### src/rtl/fetch_unit.sv
// LEGv8 instruction fetch stage: PC register, single-outstanding imem request, IF/ID valid/ready.
// Optional macro FETCH_ALIGN_CHECK_EN: misaligned redirect raises sticky fetch_fault and halts fetch.
module fetch_unit #(
    parameter int unsigned  N        = 64,
    parameter logic [N-1:0] PC_RESET = '0
) (
    input  logic         clk,
    input  logic         reset_n,
    output logic         imem_req,
    output logic [N-1:0] imem_addr,
    input  logic         imem_ready,
    input  logic         imem_rvalid,
    input  logic [31:0]  imem_rdata,
    output logic         if_valid,
    input  logic         id_ready,
    output logic [31:0]  if_instr,
    output logic [10:0]  if_opcode,
    output logic [N-1:0] if_pc,
    input  logic         pc_src,
    input  logic [N-1:0] pc_branch,
    output logic         fetch_fault
);

    localparam int unsigned INSTR_W = 32;
    localparam int unsigned OPC_LSB = 21;

    typedef enum logic [2:0] {
        S_IDLE  = 3'd0,
        S_REQ   = 3'd1,
        S_WAIT  = 3'd2,
        S_FULL  = 3'd3,
        S_DRAIN = 3'd4
    } state_t;

    state_t               state;
    logic   [N-1:0]       pc;
    logic   [N-1:0]       pc_req;
    logic                 fault_q;

    logic                 accept;
    logic                 in_flight;
    logic                 pending_after;
    logic                 bad_target;
    logic                 halted;
    logic   [N-1:0]       target;
    state_t               resume_state;
    state_t               redirect_state;

    assign accept    = (state == S_REQ) && imem_ready;
    assign in_flight = (state == S_WAIT) || (state == S_DRAIN);

    // A memory response is still owed after this edge, so a redirect must drain it first
    assign pending_after = accept || (in_flight && !imem_rvalid);

    assign target = {pc_branch[N-1:2], 2'b00};

`ifdef FETCH_ALIGN_CHECK_EN
    assign bad_target = (pc_branch[1:0] != 2'b00);
    assign halted     = fault_q;
`else
    logic unused_branch_low;
    assign unused_branch_low = ^pc_branch[1:0];
    assign bad_target        = 1'b0;
    assign halted            = 1'b0;
`endif

    always_comb begin
        resume_state   = halted ? S_IDLE : S_REQ;
        redirect_state = pending_after ? S_DRAIN : resume_state;
        if (bad_target) begin
            redirect_state = pending_after ? S_DRAIN : S_IDLE;
        end
    end

    // Fetch control: redirect takes priority over every handshake event on the same edge
    always_ff @(posedge clk or negedge reset_n) begin
        if (!reset_n) begin
            state    <= S_IDLE;
            pc       <= PC_RESET;
            pc_req   <= '0;
            if_valid <= 1'b0;
            if_instr <= '0;
            if_pc    <= '0;
            fault_q  <= 1'b0;
        end else if (pc_src) begin
            if_valid <= 1'b0;
            state    <= redirect_state;
            if (bad_target) begin
                fault_q <= 1'b1;
            end else begin
                pc <= target;
            end
        end else begin
            case (state)
                S_IDLE: begin
                    if (!halted) begin
                        state <= S_REQ;
                    end
                end
                S_REQ: begin
                    if (imem_ready) begin
                        pc_req <= pc;
                        pc     <= pc + N'(4);
                        state  <= S_WAIT;
                    end
                end
                S_WAIT: begin
                    if (imem_rvalid) begin
                        if_instr <= imem_rdata;
                        if_pc    <= pc_req;
                        if_valid <= 1'b1;
                        state    <= S_FULL;
                    end
                end
                S_FULL: begin
                    if (id_ready) begin
                        if_valid <= 1'b0;
                        state    <= resume_state;
                    end
                end
                S_DRAIN: begin
                    if (imem_rvalid) begin
                        state <= resume_state;
                    end
                end
                default: begin
                    state <= S_IDLE;
                end
            endcase
        end
    end

    assign imem_req    = (state == S_REQ);
    assign imem_addr   = pc;
    assign if_opcode   = if_instr[INSTR_W-1:OPC_LSB];
    assign fetch_fault = fault_q;

endmodule

### config.mk
export PLATFORM = sky130hd
export DESIGN_NAME = fetch_unit
export DESIGN_NICKNAME = d
export VERILOG_FILES = /design/src/rtl/fetch_unit.sv
export SDC_FILE = /design/constraint.sdc
export NUM_CORES = 1
export LEC_CHECK = 0
export CAP_MARGIN = 20
export CORE_MARGIN = 5
export CORE_UTILIZATION = 40
export DETAILED_ROUTE_END_ITERATION = 6
export HOLD_SLACK_MARGIN = 0.15
export PLACE_DENSITY = 0.68
export SYNTH_ARGS = -nofsm -noshare
export SYNTH_HDL_FRONTEND = slang
export SYNTH_SLANG_ARGS = --single-unit
### constraint.sdc
create_clock -name clk -period 3.5 [get_ports clk]
set_clock_uncertainty 0.1 [all_clocks]
set_input_delay 0.525 -clock clk [delete_from_list [all_inputs] [get_ports clk]]
set_output_delay 0.525 -clock clk [all_outputs]
set_load 0.005 [all_outputs]
## After elaboration in Yosys (flattened, before gate mapping)

Index checks and enable logic that the tools add are counted.

- Output and inout port bits: 174
- Flip-flop bits (word level): 228

- Add/sub/neg operators: 1
- Mux-type cells: 14
- Reduce and logical (&&, ||, !) cells: 14
- Equal/unequal tests: 8
- Bitwise gates (word level): 1

Operators by type and width:

| operator | number |
|---|---|
| $mux 64 | 3 |
| $add 64x3->64 const B | 1 |
| $mux 3 | 6 |
| $pmux 3 s5 | 1 |
| $ne 3x3->1 const B | 3 |
| $reduce_and 3->1 | 3 |
| $eq 3x2->1 const B | 2 |
| $reduce_and 4->1 | 1 |
| $reduce_bool 2->1 | 2 |
| $eq 3x1->1 const B | 1 |
| $eq 3x3->1 const B | 1 |
| $logic_not 3->1 | 1 |
| $mux 1 | 3 |
| $ne 3x1->1 const B | 1 |
| $reduce_bool 3->1 | 1 |
| $logic_and 1x1->1 | 2 |
| $logic_or 1x1->1 | 2 |
| $pmux 1 s2 | 1 |
| $reduce_and 2->1 | 1 |
| $logic_not 1->1 | 1 |
| $not 1->1 | 1 |

## Longest topological paths before layout

Gate-level depths: netlist (run 1).

- Depth in word-level cells: 6
- Mapped depth: 8
- Gate-level depth less buffers: 5

## Least setup slack after synthesis (run 1)

Ideal clock, no wire load.

- Path kind: register to register
- Start: register state[1]
- End: register pc[44], in the netlist imem_addr[44]
- Library setup time: 82 ps
- Clock period less this slack: 2343 ps
- Data arrival time: 2161 ps
- Stages on the path, launching flop included: 9
- Path buffers: 3
- Path slack: 1157 ps
- Cells stage by stage: dfrtp_1 -> buf_2 -> and4bb_1 -> buf_6 -> nand4_2 -> or3_1 -> buf_2 -> or4_1 -> a31oi_1

- Word-level cells in the longest chain between the ends: 3

RTL lines:

| element | RTL line | source |
|---|---|---|
| start, declared | 35 | `state_t state;` |
| start signal, assigned | 87 | `state <= redirect_state;` |
| start signal, assigned | 118 | `state <= resume_state;` |
| start signal, assigned | 123 | `state <= resume_state;` |
| $eq 3x1->1 | 94 | `case (state)` |
| $reduce_bool 2->1 (no source line) | -- |  |
| $reduce_and 2->1 (no source line) | -- |  |
| end signal, assigned | 91 | `pc <= target;` |
| end signal, assigned | 103 | `pc <= pc + N'(4);` |
| end, declared | 36 | `logic [N-1:0] pc;` |

Every way passes these cells.
A chain may end at the register's enable or synchronous reset.

## Worst setup path in the final report (run 1)

- Start: register state[2]
- End: register pc[61], in the netlist imem_addr[61]

The elaborated chain is that of the path after synthesis.

==> results.md, run 1 <==
* First-pass GRT wire length at 43.6 mm
* Most area-consuming cells after synthesis: dfrtp_1, mux2_2, nand2_1, o21ai_0, xnor2_1
* Final setup fails at 0
* Clock latency on the worst-skew pair at 0.52 ns
* Commonest non-fill, non-tap cells in the layout: clkdlybuf4s50_1, dfrtp_1, mux2_2, nand2_1, o21ai_0
* Wire length per cell at 18.8 µm
* Synth Register Bits at 222
* Min Tclk post-route at 2.63 ns
* Die area at 28200 µm²
* FF-to-FF Start: state[2]
* Synth-to-Final Area Change at 38.2%
* GPL Wtd Cong at 0.816
* Net Sw Power at 2.55 mW
* Final WS setup at 0.870 ns
* WHS Endpoint: state[1]
* Die width at 168 µm
* Largest area contributor in the netlist: dfrtp_1
* Final core occ at 0.564
* Post-synth ARST share at 1.00
* Post-CTS Setup Bufs at 0
* Gr ovfl total at 0
* Commonest non-fill, non-tap cell in the layout: clkdlybuf4s50_1
* Post-synth EDFFs at 0
* CP Class: register to register
* Crit share post-route at 0.752
* Post-synthesis sequential area ratio at 0.556
* Drt pass-1 iters at 5
* Hold depth at 4
* Internal reg-to-reg setup slack at 0.87 ns
* Row cnt at 57
* Largest family of logic cells by synthesized area: multiplexers
* Leak Pwr at 5.73 nW
* Via count at 7455
* Syn Area/Cell at 12.0 µm²
* RSZ-0062 raised after global routing: no
* ANT nets after route at 0
* Reg power frac at 0.425
* Vias in the first global route at 7640
* Comb pwr share at 0.307
* Hold-fix buffers, CTS at 1
* Clk root buf: clkbuf_16
* Vias per inst at 5.21
* Hold Crit Class: input pin to register
* CP Capture Type: register
* Clock power share at 0.268
* Clock tree sinks at 222
* I/O pins at 276
* Dominant register cell in the synthesized netlist: dfrtp_1
* CP required at 3.76 ns
* Post-synth top area share at 0.556
* Diode count at 0
* Synth Area in XOR/XNOR at 0.0351
* Post-route DRC at 0
* Routed WL at 27.0 mm
* Slew Limit Fails at 0
* Largest net degree at the start of global routing at 96
* Mapped Cells at 832
* Synth Area in Adders at 0.00125
* Worst R2R Path Depth at 5
* Status: finished, final reports clean
* FMAX at 380 MHz
* Max VDD drop at 0.000465 V
* PwrDens at 704 nW/µm²
* Post-synthesis compound-gate area fraction at 0.0556
* Sw Share at 0.262
* Post-CTS sizing at 0
* Final Hold Fails at 0
* TritonCTS clock tree: done
* Setup TNS at 0 ns
* H-tree depth at 1
* Mapped cell area at 9990 µm²
* Pre-CTS setup slack at 0.371 ns
* Initial core utilization at 0.408
* Fill cell count at 2111
* Yosys warnings at 0
* Num CTS Buffers at 25
* Mux cell area share after synthesis at 0.179
* Max-slew headroom at 0.505
* CTS Buffer Depth at 3
* Initial drt markers at 490
* GRT Util Overall at 0.188
* Clock transition at path regs at 0.06 ns
* Hold Path Origin: pc_src
* Simple-Gate Fraction of Synth Area at 0.137
* Final HPWL DP at 19.6 mm
* Worst Setup Start Kind: register
* Worst reg2reg endpoint: imem_addr[61]
* P_int at 7.17 mW
* Slew @ Worst Pin at 0.743 ns
* Power, Total at 9.72 mW
* Core ar. at 24500 µm²
* Crit path DAT at 2.89 ns
* Initial antenna violation count at 5
* MaxCap Viol Count at 0
* Crit-path max FO at 11
* Layout cells sized above 1 at 0.217
* Die height at 168 µm
* Port buffer count at 268
* Synth unique cells at 62
* Final nets at 1194
## cell usage after synthesis (16+ instances only)
cell type	instances
xnor2_1	24
o21ai_0	45
nand3_1	20
buf_4	16
nand4_1	29
nand2_1	63
xor2_1	16
mux2_2	157
a31oi_1	22
dfrtp_1	222
nor2_1	40
clkbuf_1	32
## through the flow
step	hold slack [ns]	instance area (µm²)	cells
after floorplan	0.129	10000	836
after global placement	0.382	13000	1387
after detailed placement	0.391	13000	1387
after CTS	0.237	13800	1432
after global routing	0.278	13800	1432
final	0.255	13800	1432
## final cells by class
| cell class | instances | area [µm²] | share of cell area |
|---|---|---|---|
| Clock buffer | 35 | 723 | 0.0524 |
| Clock inverter | 9 | 98.8 | 0.00716 |
| Multi-Input combinational cell | 543 | 4110 | 0.298 |
| Inverter | 12 | 45.0 | 0.00326 |
| Timing Repair Buffer | 287 | 2870 | 0.208 |
| Sequential cell | 222 | 5560 | 0.403 |
| Tap cell | 324 | 405 | 0.0294 |
## cells by family after synthesis
kind of cell,after synthesis
flops,222
fa+ha+maj,1
simple gates,244
mux,159
buf+inv,71
other cells,1
compound gates,94
xor+xnor,40
## power groups by stage
| stage | Sequential, mW | Clock, mW | Combinational, mW |
|---|---|---|---|
| floorplan | 4.07 | 0 | 1.34 |
| global placement | 4.14 | 0 | 2.98 |
| detailed placement | 4.18 | 0 | 3.03 |
| CTS | 4.14 | 2.67 | 3.05 |
| global route | 4.29 | 2.78 | 3.23 |
| finish | 4.13 | 2.61 | 2.98 |
## state kept, by name, indices dropped and copies added (netlist names)
name,count
if_pc,62
imem_addr,62
pc_req,62
if_instr,32
state,3
if_valid,1
## how the worst max path moves through the flow
stage	from	to	slack (ns)	cells past startpoint
after detailed placement	imem_ready	imem_addr[61]	0.37	6
after global placement	imem_ready	imem_addr[61]	0.40	6
after floorplan	state[1]	imem_addr[44]	1.16	8
after global routing	state[1]	imem_addr[57]	0.71	5
after CTS	state[2]	imem_addr[61]	0.86	5
final	state[2]	imem_addr[61]	0.87	5
## worst max-delay path, cell delays in order, from the launching register on
cell and delay, ns:
dfrtp_1 0.47, nand4bb_1 0.41, or4_1 0.80, nor4_4 0.43, a21bo_2 0.19, a31oi_1 0.07
## routing by layer
metal | vias up | global-route usage | wire length [µm]
li1 | 3490 | - | -
met1 | 3622 | 0.249 | 11300
met2 | 285 | 0.302 | 12400
met3 | 48 | 0.0666 | 2680
met4 | 10 | 0.0381 | 523
met5 | - | 0 | 55
Note: power is estimated with default switching activity, not from simulation.
==> inputs of run 2 (changes only) <==
--- a/config.mk
+++ b/config.mk
@@ -10,7 +10,7 @@
 export CORE_UTILIZATION = 40
 export DETAILED_ROUTE_END_ITERATION = 6
 export HOLD_SLACK_MARGIN = 0.15
-export PLACE_DENSITY = 0.68
+export PLACE_DENSITY = 0.71
 export SYNTH_ARGS = -nofsm -noshare
 export SYNTH_HDL_FRONTEND = slang
 export SYNTH_SLANG_ARGS = --single-unit
==> constraint.sdc (replaced) <==
create_clock -name clk -period 2.4 [get_ports clk]
set_clock_uncertainty 0.1 [all_clocks]
set_input_delay 0.36 -clock clk [delete_from_list [all_inputs] [get_ports clk]]
set_output_delay 0.36 -clock clk [all_outputs]
set_load 0.005 [all_outputs]
==> run 2 against run 1 <==
Effect of this change:
- cell count up 5.4%
- total power up 49%
- hold slack better by 0.040 ns
- non-clock buffer count up 77
- global-route usage up 1.0 points
- flip-flop and latch count unchanged
- via count up 5.2%
- largest power group unchanged
- highest routed layer unchanged
==> results.md, run 2 (synthesis results as in run 1) <==
* Fill cell count at 2015 (-4.5%)
* Initial drt markers at 506 (+3.3%)
* MaxCap Viol Count at 0 (unchanged)
* Final HPWL DP at 21.2 mm (+8.3%)
* Clock latency on the worst-skew pair at 0.51 ns (about the same)
* Clk root buf: clkbuf_16
* Commonest non-fill, non-tap cells in the layout: clkdlybuf4s50_1, dfrtp_1, mux2_2, buf_4, nand2_1
* Highest routed layer: met5
* GPL Wtd Cong at 0.882 (+8.0%)
* Layout cells sized above 1 at 0.264 (+0.0475)
* Crit-path max FO at 4 (-7)
* RSZ-0062 raised after global routing: yes
* Final Hold Fails at 0 (unchanged)
* Vias per inst at 5.19 (-0.22%)
* Clock transition at path regs at 0.06 ns (about the same)
* First-pass GRT wire length at 45.7 mm (+5.0%)
* Leak Pwr at 6.11 nW (+6.6%)
* Commonest non-fill, non-tap cell in the layout: clkdlybuf4s50_1
* TritonCTS clock tree: done
* H-tree depth at 1 (unchanged)
* Detail Route met3 WL at 2.57 mm (-3.8%)
* Max VDD drop at 0.000644 V (+38%)
* Final core occ at 0.590 (+0.0257)
* Post-route DRC at 0 (unchanged)
* Gr ovfl total at 0 (unchanged)
* Hold Crit Class: input pin to async pin
* Die area at 28200 µm² (unchanged)
* Crit share post-route at 0.975 (+0.224)
* Crit path from: imem_addr[11]
* Vias in the first global route at 8149 (+6.7%)
* Row cnt at 57 (unchanged)
* Final nets at 1271 (+6.4%)
* Status: finished, final reports clean
* CTS Buffer Depth at 3 (unchanged)
* Synth-to-Final Area Change at 44.5%
* Port buffer count at 268 (unchanged)
* Slew @ Worst Pin at 0.548 ns (-0.195 ns)
* Largest net degree at the start of global routing at 69 (-28%)
* Max-slew headroom at 0.635 (+0.130)
* Final Non-Filler Cells at 1510 (+5.4%)
* CP Class: register to register
* Post-placement cell count at 1461 (+5.3%)
* Worst Setup Start Kind: register
* Met1 WL at 12.1 mm (+6.9%)
* Die width at 168 µm (unchanged)
* Met2 wire len at 13.2 mm (+6.2%)
* Drt pass-1 iters at 5 (unchanged)
* Clock tree sinks at 222 (unchanged)
* Crit path DAT at 2.62 ns (-0.27 ns)
* Final setup fails at 0 (unchanged)
* Initial antenna violation count at 3 (-2)
* FF-to-FF Start: imem_addr[11]
* PwrDens at 1000 nW/µm² (+42%)
* FMAX at 427 MHz (+12%)
* Via count at 7844 (+5.2%)
* CP required at 2.68 ns (-1.08 ns)
* Num CTS Buffers at 25 (unchanged)
* I/O pins at 276 (unchanged)
* Wire length per cell at 18.9 µm (+0.33%)
* Register Area at 5560 µm² (unchanged)
* Core ar. at 24500 µm² (unchanged)
* ANT nets after route at 0 (unchanged)
* Initial core utilization at 0.408 (unchanged)
* GRT Util Overall at 0.199 (+0.0104)
* Die height at 168 µm (unchanged)
* Setup TNS at 0 ns (unchanged)
* Slew Limit Fails at 0 (unchanged)
* Power, Total at 14.5 mW (+49%)
* Multi-input gate area at 4110 µm² (+0.12%)
* Min Tclk post-route at 2.34 ns (-0.290 ns)
* Routed WL at 28.5 mm (+5.8%)
* CP Capture Type: register
==> run 2: cell type report <==
cell class                      count  share of cell area
Tap cell                          324              0.0281
Clock inverter                      7             0.00780
Timing Repair Buffer              364               0.242
Multi-Input combinational cell    543               0.285
Clock buffer                       37              0.0492
Antenna cell                        1            0.000173
Sequential cell                   222               0.385
Inverter                           12             0.00312
==> run 2: power breakdown <==
part,internal [mW],leakage (nW),total (mW),switching (mW)
clock network,2.36,0.401,3.85,1.49
logic,3.17,2.97,4.71,1.54
registers,5.15,2.73,5.90,0.755
total,10.7,6.11,14.5,3.78
==> run 2: repair_timing <==
| item | 4_1_cts | 5_1_grt |
|---|---|---|
| endpoints found under the setup margin | 0 | 9 |
| setup buffers | 0 | 2 |
| hold buffers | 2 | 0 |
| resized for setup | 0 | 2 |
| endpoints found under the hold margin | 71 | 0 |
==> run 2: worst max-delay path, cell delays in order (launching register included) <==
cell and delay [ns]:
dfrtp_1 0.39, and4_2 0.31, nand2_1 0.09, or4_2 0.78, o41ai_1 0.41, a31oi_1 0.13
==> run 2: path summary, 6_finish.rpt <==
| check | endpoint | slack, ns | depth (start not counted) |
|---|---|---|---|
| min in group clk | imem_addr[41] | 0.30 | 3 |
| worst min-delay path | if_pc[51] | 0.30 | 2 |
| worst min register to register | if_pc[5] | 0.40 | 1 |
| worst max-delay path | imem_addr[58] | 0.06 | 5 |
| max in group asynchronous | pc_req[10] | 1.22 | 3 |
| worst max register to register | imem_addr[58] | 0.06 | 5 |
==> run 2: through the flow <==
| stage | worst slack (ns) | hold slack, ns | cell area (µm²) |
|---|---|---|---|
| 2_1_floorplan | 0.0568 | -0.0356 | 10000 |
| 3_3_place_gp | -0.215 | 0.267 | 13600 |
| 3_5_place_dp | -0.261 | 0.260 | 13600 |
| 4_1_cts | 0.0347 | 0.284 | 14400 |
| 5_1_grt | -0.0189 | 0.304 | 14400 |
| 6_report | 0.0596 | 0.295 | 14400 |
==> run 2: metal layers <==
layer,vias up,global-route usage
met5,-,0
met2,292,0.319
li1,3657,-
met4,4,0.0445
met3,50,0.0596
met1,3841,0.267
